File: src/rtl/hex_entry_driver_pkg.sv
// Shared constants for the hex entry driver.
// Button indices, segment table and blank code.
package hex_entry_driver_pkg;

    localparam int BTN_LEFT  = 0;
    localparam int BTN_RIGHT = 1;
    localparam int BTN_SET   = 2;
    localparam int BTN_SEL   = 3;

    localparam logic [6:0] SEG_BLANK = 7'h7F;

    function automatic logic [6:0] hex_to_seg(input logic [3:0] h);
        logic [6:0] s;
        unique case (h)
            4'h0: s = 7'h40;
            4'h1: s = 7'h79;
            4'h2: s = 7'h24;
            4'h3: s = 7'h30;
            4'h4: s = 7'h19;
            4'h5: s = 7'h12;
            4'h6: s = 7'h02;
            4'h7: s = 7'h78;
            4'h8: s = 7'h00;
            4'h9: s = 7'h10;
            4'hA: s = 7'h08;
            4'hB: s = 7'h03;
            4'hC: s = 7'h46;
            4'hD: s = 7'h21;
            4'hE: s = 7'h06;
            4'hF: s = 7'h0E;
        endcase
        return s;
    endfunction

endpackage

File: src/rtl/hex_entry_driver_btn_debounce.sv
// Button synchroniser plus debouncer.
// Emits a one-cycle press on an accepted release-to-press change.
import hex_entry_driver_pkg::*;

module btn_debounce #(
    parameter int DEB_CYCLES = 16
) (
    input  logic clk,
    input  logic reset,
    input  logic btn_raw,
    output logic press
);

    localparam int CW = (DEB_CYCLES > 1) ? $clog2(DEB_CYCLES) : 1;
    localparam logic [CW-1:0] CNT_LAST = CW'(DEB_CYCLES - 1);

    logic          sync1;
    logic          sync2;
    logic          level_q;
    logic [CW-1:0] cnt_q;

    // Two-flop synchroniser, idles released
    always_ff @(posedge clk or negedge reset) begin
        if (!reset) begin
            sync1 <= 1'b1;
            sync2 <= 1'b1;
        end else begin
            sync1 <= btn_raw;
            sync2 <= sync1;
        end
    end

    // Accept a new level after DEB_CYCLES equal differing samples
    always_ff @(posedge clk or negedge reset) begin
        if (!reset) begin
            level_q <= 1'b1;
            cnt_q   <= '0;
            press   <= 1'b0;
        end else begin
            press <= 1'b0;
            if (sync2 == level_q) begin
                cnt_q <= '0;
            end else if (cnt_q == CNT_LAST) begin
                level_q <= sync2;
                cnt_q   <= '0;
                press   <= level_q;
            end else begin
                cnt_q <= cnt_q + 1'b1;
            end
        end
    end

endmodule

File: src/rtl/hex_entry_driver.sv
// Hex entry front panel: cursor, edit registers,
// commit handshake and blinking 7-segment window.
import hex_entry_driver_pkg::*;

module hex_entry_driver #(
    parameter int NIBBLES    = 32,
    parameter int NREG       = 2,
    parameter int DIGITS     = 8,
    parameter int DEB_CYCLES = 16,
    parameter int BLINK_BITS = 4
) (
    input  logic                                 clk,
    input  logic                                 reset,
    input  logic [3:0]                           btn,
    input  logic                                 commit_mode,
    input  logic [3:0]                           data_sw,
    output logic [DIGITS*7-1:0]                  seg7,
    output logic [$clog2(NIBBLES)-1:0]           pos_led,
    output logic [((NREG>1)?$clog2(NREG):1)-1:0] reg_sel,
    output logic [NREG*NIBBLES*4-1:0]            out_data,
    output logic                                 out_valid,
    input  logic                                 out_ready,
    output logic                                 busy_led
);

    localparam int PW    = $clog2(NIBBLES);
    localparam int RW    = (NREG > 1) ? $clog2(NREG) : 1;
    localparam int RBITS = NIBBLES * 4;

    logic [3:0]                       press;
    logic [NREG-1:0][RBITS-1:0]       edit_q;
    logic [PW-1:0]                    pos_q;
    logic [RW-1:0]                    sel_q;
    logic [BLINK_BITS-1:0]            blink_q;
    logic                             valid_q;
    logic [NREG*RBITS-1:0]            data_q;
    logic [DIGITS*7-1:0]              seg_q;
    logic [DIGITS*7-1:0]              seg_d;
    logic [RBITS-1:0]                 cur_reg;
    logic                             go_left;
    logic                             go_right;
    logic                             sel_go;
    logic                             commit_go;
    int                               win_base;

    for (genvar b = 0; b < 4; b++) begin : g_deb
        btn_debounce #(
            .DEB_CYCLES(DEB_CYCLES)
        ) u_deb (
            .clk    (clk),
            .reset  (reset),
            .btn_raw(btn[b]),
            .press  (press[b])
        );
    end

    assign go_left   = press[BTN_LEFT] & ~press[BTN_RIGHT]
                     & ~press[BTN_SET];
    assign go_right  = press[BTN_RIGHT] & ~press[BTN_LEFT]
                     & ~press[BTN_SET];
    assign sel_go    = press[BTN_SEL] & ~commit_mode;
    assign commit_go = press[BTN_SEL] & commit_mode & ~valid_q;
    assign cur_reg   = edit_q[sel_q];

    // Cursor movement and register selection
    always_ff @(posedge clk or negedge reset) begin
        if (!reset) begin
            pos_q <= '0;
            sel_q <= '0;
        end else if (sel_go) begin
            pos_q <= '0;
            sel_q <= (sel_q == RW'(NREG - 1)) ? '0 : sel_q + 1'b1;
        end else if (go_left) begin
            pos_q <= (pos_q == PW'(NIBBLES - 1)) ? '0 : pos_q + 1'b1;
        end else if (go_right) begin
            pos_q <= (pos_q == '0) ? PW'(NIBBLES - 1) : pos_q - 1'b1;
        end
    end

    // Nibble write into the selected edit register
    always_ff @(posedge clk or negedge reset) begin
        if (!reset) begin
            edit_q <= '0;
        end else if (press[BTN_SET]) begin
            edit_q[sel_q][{pos_q, 2'b00} +: 4] <= data_sw;
        end
    end

    // Commit snapshot and valid/ready handshake
    always_ff @(posedge clk or negedge reset) begin
        if (!reset) begin
            valid_q <= 1'b0;
            data_q  <= '0;
        end else if (commit_go) begin
            valid_q <= 1'b1;
            data_q  <= edit_q;
        end else if (valid_q && out_ready) begin
            valid_q <= 1'b0;
        end
    end

    // Free-running blink phase counter
    always_ff @(posedge clk or negedge reset) begin
        if (!reset) begin
            blink_q <= '0;
        end else begin
            blink_q <= blink_q + 1'b1;
        end
    end

    // Next display contents for the window around the cursor
    always_comb begin
        seg_d    = '0;
        win_base = (int'(pos_q) / DIGITS) * DIGITS;
        for (int i = 0; i < DIGITS; i++) begin
            if (win_base + i >= NIBBLES) begin
                seg_d[7*i +: 7] = SEG_BLANK;
            end else if ((win_base + i == int'(pos_q)) &&
                         blink_q[BLINK_BITS-1]) begin
                seg_d[7*i +: 7] = SEG_BLANK;
            end else begin
                seg_d[7*i +: 7] =
                    hex_to_seg(cur_reg[4*(win_base+i) +: 4]);
            end
        end
    end

    // Registered segment outputs
    always_ff @(posedge clk or negedge reset) begin
        if (!reset) begin
            for (int i = 0; i < DIGITS; i++) begin
                seg_q[7*i +: 7] <= (i >= NIBBLES) ? SEG_BLANK
                                                  : hex_to_seg(4'h0);
            end
        end else begin
            seg_q <= seg_d;
        end
    end

    assign seg7      = seg_q;
    assign pos_led   = pos_q;
    assign reg_sel   = sel_q;
    assign out_data  = data_q;
    assign out_valid = valid_q;
    assign busy_led  = valid_q & ~out_ready;

endmodule

File: config.mk
export PLATFORM = sky130hd
export DESIGN_NAME = hex_entry_driver
export DESIGN_NICKNAME = d
export VERILOG_FILES = /design/src/rtl/hex_entry_driver_pkg.sv /design/src/rtl/hex_entry_driver_btn_debounce.sv /design/src/rtl/hex_entry_driver.sv
export SDC_FILE = /design/constraint.sdc
export NUM_CORES = 1
export LEC_CHECK = 0
export CAP_MARGIN = 20
export CORE_MARGIN = 2
export CORE_UTILIZATION = 45
export DETAILED_ROUTE_END_ITERATION = 10
export PLACE_DENSITY = 0.67
export SETUP_SLACK_MARGIN = 0.02
export SLEW_MARGIN = 10
export SYNTH_ARGS = -nofsm -noshare
export SYNTH_HDL_FRONTEND = slang
export SYNTH_SLANG_ARGS = --single-unit
export TNS_END_PERCENT = 100
File: constraint.sdc
create_clock -name clk -period 3.4 [get_ports clk]
set_input_delay 0.68 -clock clk [delete_from_list [all_inputs] [get_ports clk]]
set_output_delay 0.68 -clock clk [all_outputs]
set_load 0.01 [all_outputs]
==> impl_metrics.tcl, run 1 <==
set metrics [dict create \
    outcome "finished, final reports clean" \
    holdBufCountCts 0 \
    met2_usage_pct 37.87 \
    die_area_um2 62560 \
    fin_crit_sh_pct 92.54 \
    core_area_um2 60130 \
    cp.arrival_ns 2.47 \
    cts-root-buf "clkbuf_16" \
    antenna_found_initial 0 \
    cts_buffer_depth 3 \
    die_w_um 250.1 \
    use_met3_pct 5.050 \
    num_vias 17680 \
    crit_path_top_delay_cell "dfrtp_4" \
    tightestPinTransition_ns 0.9234 \
    synth-edff-count 0 \
    ys_ff_latch 611 \
    synth_nets 2003 \
    finalWirelength_mm 74.79 \
    clock.fmax_ghz 0.3178 \
    layout-drive-gt1-share_pct 33.74 \
    dp_hpwl_mm 52.61 \
    setup_violations 0 \
    fillers 4824 \
    rows 90 \
    io_pins 332 \
    io_buffer_count 331 \
    rr_worst_depth 8 \
    final_nets 2386 \
    synth_top_area_share_pct 54.25 \
    cts_resized 0 \
    clk-insertion-delay-late_ns 0.61 \
    cts_setup_buffers 0 \
    timing.rr.end "seg7[54]" \
    crit_path_start_kind "flip-flop" \
    ys.flop_type "dfrtp_1" \
    area_growth_pct 25.00 \
    yosys_warnings 0 \
    grt_pass1_vias 18450 \
    p_leak_nw 16.17 \
    crit_top_cell "buf_4" \
    track_usage_pct 23.92 \
    slew_violations 0 \
    critical_path_class "flip-flop to primary output" \
    hold_path_class "input pin to asynchronous set/reset pin" \
    p_per_area_nw_per_um2 440.6 \
    use_met1_pct 32.61 \
    grt_first_pass_wirelength_mm 114.4 \
    cp_num_buf_inv 3 \
    numCtsBuffers 67 \
    maxCapViolCount 0 \
    syn_area_um2 27260 \
    crit_fanout 27 \
    hold_viol_final 0 \
    avgViaCountPerCell 5.628 \
    multi_input_area_um2 11390 \
    netlist_instances 1926 \
    clkTransAtPathRegs_ns 0.06 \
    yosysMostFrequentCell "dfrtp_1" \
    cp.required_ns 2.72 \
    grt_setup_unrepaired "false" \
    ir_drop_mv 0.2929 \
    ys_top_cells_by_area "dfrtp_1, mux2_2, mux4_2" \
    drc 0 \
    avgSynthCellArea_um2 14.15 \
    drt_first_pass_iters 5 \
    dp_cells 3022 \
    wl_per_cell_um 23.80 \
    min_period_ns 3.146 \
    grt_max_degree 117 \
    die_y_um 250.1 \
    instances_no_fill 3142 \
    cts_tree "built" \
    ys_types 68 \
    grt.busiest_layer "met2" \
    crit_chain "buf_4, buf_4, clkdlybuf4s50_1" \
    synth_commonest_cells "dfrtp_1, mux2_2, nor2_1" \
    crit_family "buffers and inverters" \
    async_reset_ff_share_pct 100.0 \
    gp_congestion 0.8958 \
    clock-sinks 611 \
    postRouteAntennaNets 0 \
    final-seq-area_um2 15320 \
    tns_ns 0 \
    drt-initial-drc-count 1163 \
    r2r_start "reg_sel" \
    crit_path_end_kind "primary output" \
    synth.largest_area_cell "dfrtp_1" \
    start_util_pct 45.33 \
    slew_headroom_pct 38.31 \
    finalClockSkew_ns 0.02425 \
    cts_max_level 3 \
    ys_seq_area_share_pct 56.18 \
    gr-total-overflow 0 \
    cpPeakStageDelay_ns 0.83 \
    r2r_slack_ns 0.33 \
]
-- state kept, by name, summed over array words and instances, names as in the netlist --
name and flops:
pos_led 5, g_deb.u_deb.level_q 4, g_deb.u_deb.cnt_q 16, edit_q 256
seg7 56, out_data 256, reg_sel 1, g_deb.u_deb.sync1 4
out_valid 1, g_deb.u_deb.sync2 4, g_deb.u_deb.press 4, blink_q 4
-- kinds of logic after synthesis --
group / share of synthesized area (%)
adder cells (fa/ha/maj): 2.983
buffers and inverters: 2.093
flip-flops: 56.18
XOR/XNOR: 0.4177
AND/OR/NAND/NOR: 5.701
multiplexers: 28.54
AO/OA/AOI/OAI: 4.090
-- power by group --
| part | internal [mW] | switching [mW] |
|---|---|---|
| sequential | 7.32 | 0.0321 |
| combinational | 0.0940 | 0.224 |
| clock | 4.37 | 2.98 |
-- worst max-delay path by stage --
stage	end	slack, ns	cells past startpoint	from
final	reg_sel	0.25	3	reg_sel
after floorplan	edit_q[112]	0.61	10	pos_led[3]
after global routing	reg_sel	0.14	3	reg_sel
after global placement	seg7[54]	0.41	8	reg_sel
after CTS	reg_sel	0.20	3	reg_sel
after detailed placement	seg7[54]	0.31	8	reg_sel
-- cell type report --
cell class,count,share of cell area (%)
timing repair buffer,395,11.69
tap,782,2.871
sequential,611,44.96
clock inverter,22,0.7564
antenna,1,0.007344
multi-input combinational,1190,33.42
inverter,44,0.4847
clock buffer,97,5.813
-- layer usage --
metal  up-vias  part of all wire (%)  routed length [µm]
met5         -                     0                   0
met4         0                   3.1                2338
met3       135                   5.9                4406
met2       558                    47               35320
met1      9207                    44               32720
li1       7783                     -                   -
-- worst register-to-register path, stage by stage, from the launching register on --
cell      delay, ns
dfrtp_4        0.83
buf_4          0.28
mux4_2         0.49
mux2i_1        0.39
inv_1          0.21
ha_1           0.28
mux2_1         0.29
nand2_1        0.07
o211ai_1       0.09
-- cell usage in the layout, fill, tap and decap left out, types with 5 or more instances in the layout --
master	n
a21oi_1	24
a22o_1	10
a22oi_1	5
and2_1	27
and3_1	27
buf_12	15
buf_4	48
clkbuf_1	12
clkbuf_16	68
clkbuf_8	17
clkdlybuf4s50_1	330
clkinv_2	11
dfrtp_1	589
dfstp_2	20
ha_1	65
inv_1	43
mux2_1	11
mux2_2	540
mux2i_1	58
mux4_2	40
nand2_1	71
nand2b_1	6
nand3_1	22
nor2_1	80
nor2b_1	9
nor3_1	16
nor3b_1	15
o211ai_1	10
o21ai_0	16
o21ai_1	7
o221ai_1	32
o22ai_1	9
o31ai_1	9
xnor2_1	10
-- metrics by stage --
step / utilization [%] / area (µm²) / hold WS, ns / total power [mW] / worst slack, ns
4_1_cts: 56.66 / 34070 / 0.03164 / 15.17 / 0.1965
3_3_place_gp: 52.93 / 31830 / 0.3469 / 7.791 / 0.4093
2_1_floorplan: - / 27260 / 0.3452 / 7.548 / 0.6118
6_report: 56.67 / 34080 / 0.02868 / 15.01 / 0.2538
3_5_place_dp: 52.94 / 31830 / 0.3468 / 7.806 / 0.3145
5_1_grt: 56.66 / 34070 / 0.07026 / 15.50 / 0.1406
(Power assumes the default switching activity.)
==> run 2, diff against run 1 <==
==> constraint.sdc (replaced) <==
create_clock -name clk -period 3.4 [get_ports clk]
set_input_delay 0.51 -clock clk [delete_from_list [all_inputs] [get_ports clk]]
set_output_delay 0.51 -clock clk [all_outputs]
set_load 0.01 [all_outputs]
==> run 2 against run 1 <==
Net effect:
- critical path depth grew 5
- wire length rose by 0.97%
- fmax decreased by 1.4%
- register-to-register slack worse by 0.12 ns
- utilization is 0.12 points higher
- largest cell class unchanged
- hold slack better by 0.32 ns
- highest routed layer is now met5
- global-route usage increased by 0.34 points
- first-iteration DRC count fell by 13%
- final cell count up 0.16%
- via count rose by 0.33%
- final area rose by 0.22%
==> impl_metrics.tcl, run 2 (same netlist as run 1, synthesis figures left out) <==
set metrics [dict create \
    crit_fanout 28 \
    cp.arrival_ns 3.65 \
    numCtsBuffers 67 \
    cts-root-buf "clkbuf_16" \
    drc 0 \
    start_util_pct 45.33 \
    finalClockSkew_ns 0.02057 \
    dp_cells 3023 \
    pre_cts_ws_ns 0.2213 \
    r2r_slack_ns 0.21 \
    utilization_pct 56.79 \
    final_nets 2388 \
    maxCapViolCount 0 \
    cpPeakStageDelay_ns 0.81 \
    gp_congestion 0.8875 \
    layout-drive-gt1-share_pct 33.78 \
    cp_num_buf_inv 2 \
    clock-sinks 611 \
    drt_first_pass_iters 5 \
    crit_chain "buf_4, mux4_2, mux2i_1, inv_1, ha_1, mux2_1, nand2_1, o211ai_1" \
    p_total_mw 15.28 \
    gr-total-overflow 0 \
    finalWirelength_mm 75.51 \
    tns_ns 0 \
    critical_path_class "flip-flop to flip-flop" \
    placed_area_um2 31810 \
    rr_worst_depth 8 \
    whs_endpoint "g_deb[3].u_deb.sync1" \
    ir_drop_mv 0.3454 \
    slew_headroom_pct 34.87 \
    cp.required_ns 3.86 \
    fin_ws_ns 0.2103 \
    crit_path_end_kind "flip-flop" \
    rows 90 \
    fin_crit_sh_pct 93.81 \
    holdWs_ns 0.3443 \
    cts_max_level 3 \
    crit_path_top_delay_cell "dfrtp_4" \
    clk-insertion-delay-late_ns 0.61 \
    final_common_cell "dfrtp_1" \
    crit_path_start_kind "flip-flop" \
    hold_depth 1 \
    min_period_ns 3.190 \
    drt-initial-drc-count 1008 \
    clock.fmax_ghz 0.3135 \
    hold_path_class "input pin to flip-flop" \
    outcome "finished, final reports clean" \
    hold_path_startpoint "btn[3]" \
    diodes 0 \
    grt_pass1_vias 18630 \
    crit_family "multiplexers" \
    fillers 4862 \
    timing.rr.end "seg7[54]" \
    instances_no_fill 3147 \
    dp_hpwl_mm 53.02 \
    num_vias 17740 \
    die_area_um2 62560 \
    area_growth_pct 25.28 \
    grt_max_degree 133 \
    cts_tree "built" \
    io_pins 332 \
    grt_first_pass_wirelength_mm 115.8 \
    fin_area_um2 34150 \
    die_y_um 250.1 \
    track_usage_pct 24.26 \
    avgViaCountPerCell 5.637 \
    cts_buffer_depth 3 \
    slew_violations 0 \
    core_area_um2 60130 \
    io_buffer_count 331 \
    clkTransAtPathRegs_ns 0.06 \
    postRouteAntennaNets 0 \
    die_w_um 250.1 \
    setup_violations 0 \
    final_cell_mix "dfrtp_1, mux2_2, clkdlybuf4s50_1, nor2_1, nand2_1" \
    tightestPinTransition_ns 0.9748 \
    antenna_found_initial 5 \
    p_leak_nw 16.19 \
    r2r_start "reg_sel" \
    p_per_area_nw_per_um2 447.5 \
    grt_setup_unrepaired "false" \
    hold_viol_final 0 \
    wl_per_cell_um 23.99 \
]
==> run 2: how the worst max path moves through the flow <==
stage | endpoint | slack (ns) | cells after the start | from
floorplan | edit_q[112] | 0.61 | 10 | pos_led[3]
global placement | seg7[54] | 0.33 | 8 | reg_sel
detailed placement | seg7[54] | 0.22 | 8 | reg_sel
CTS | seg7[54] | 0.21 | 8 | reg_sel
global route | seg7[54] | 0.02 | 8 | reg_sel
finish | seg7[54] | 0.21 | 8 | reg_sel
==> run 2: routing by layer <==
| layer | up-vias | GRT usage (%) | wire length (µm) |
|---|---|---|---|
| met1 | 9272 | 32.65 | 32100 |
| met3 | 114 | 4.926 | 4796 |
| met5 | - | 0 | 38 |
| li1 | 7783 | - | - |
| met2 | 566 | 39.64 | 36720 |
| met4 | 6 | 7.665 | 1854 |
==> run 2: timing repair <==
action                                 in CTS  in global routing
resized for setup                           0                  0
hold buffers                                1                  0
endpoints found under the hold margin      38                  0
buffers inserted                            0                  0
==> run 2: power by group <==
group	total, mW	internal (mW)	leakage [nW]	switching, mW
Sequential	7.35	7.32	8.39	0.0325
Combinational	0.322	0.0966	6.66	0.225
Clock	7.61	4.62	1.14	2.99
Total	15.3	12.0	16.2	3.25
==> run 2: final cells by class <==
cell class              count  area [µm²]  area share [%]
flip-flops and latches    611       15320           44.86
inverters                  44       165.2          0.4836
multi-input cells        1190       11390           33.34
clock buffers              95        1944           5.694
repair buffers            397        3970           11.63
clock inverters            28       385.4           1.128
well taps                 782       978.4           2.865
==> run 3, diff against run 2 <==
--- a/config.mk
+++ b/config.mk
@@ -11,6 +11,7 @@
 export DETAILED_ROUTE_END_ITERATION = 10
 export PLACE_DENSITY = 0.67
 export SETUP_SLACK_MARGIN = 0.02
+export SKIP_LAST_GASP = 1
 export SLEW_MARGIN = 10
 export SYNTH_ARGS = -nofsm -noshare
 export SYNTH_HDL_FRONTEND = slang
==> results of run 3 <==
Final layout, timing and power as in run 2 (identical DEF).
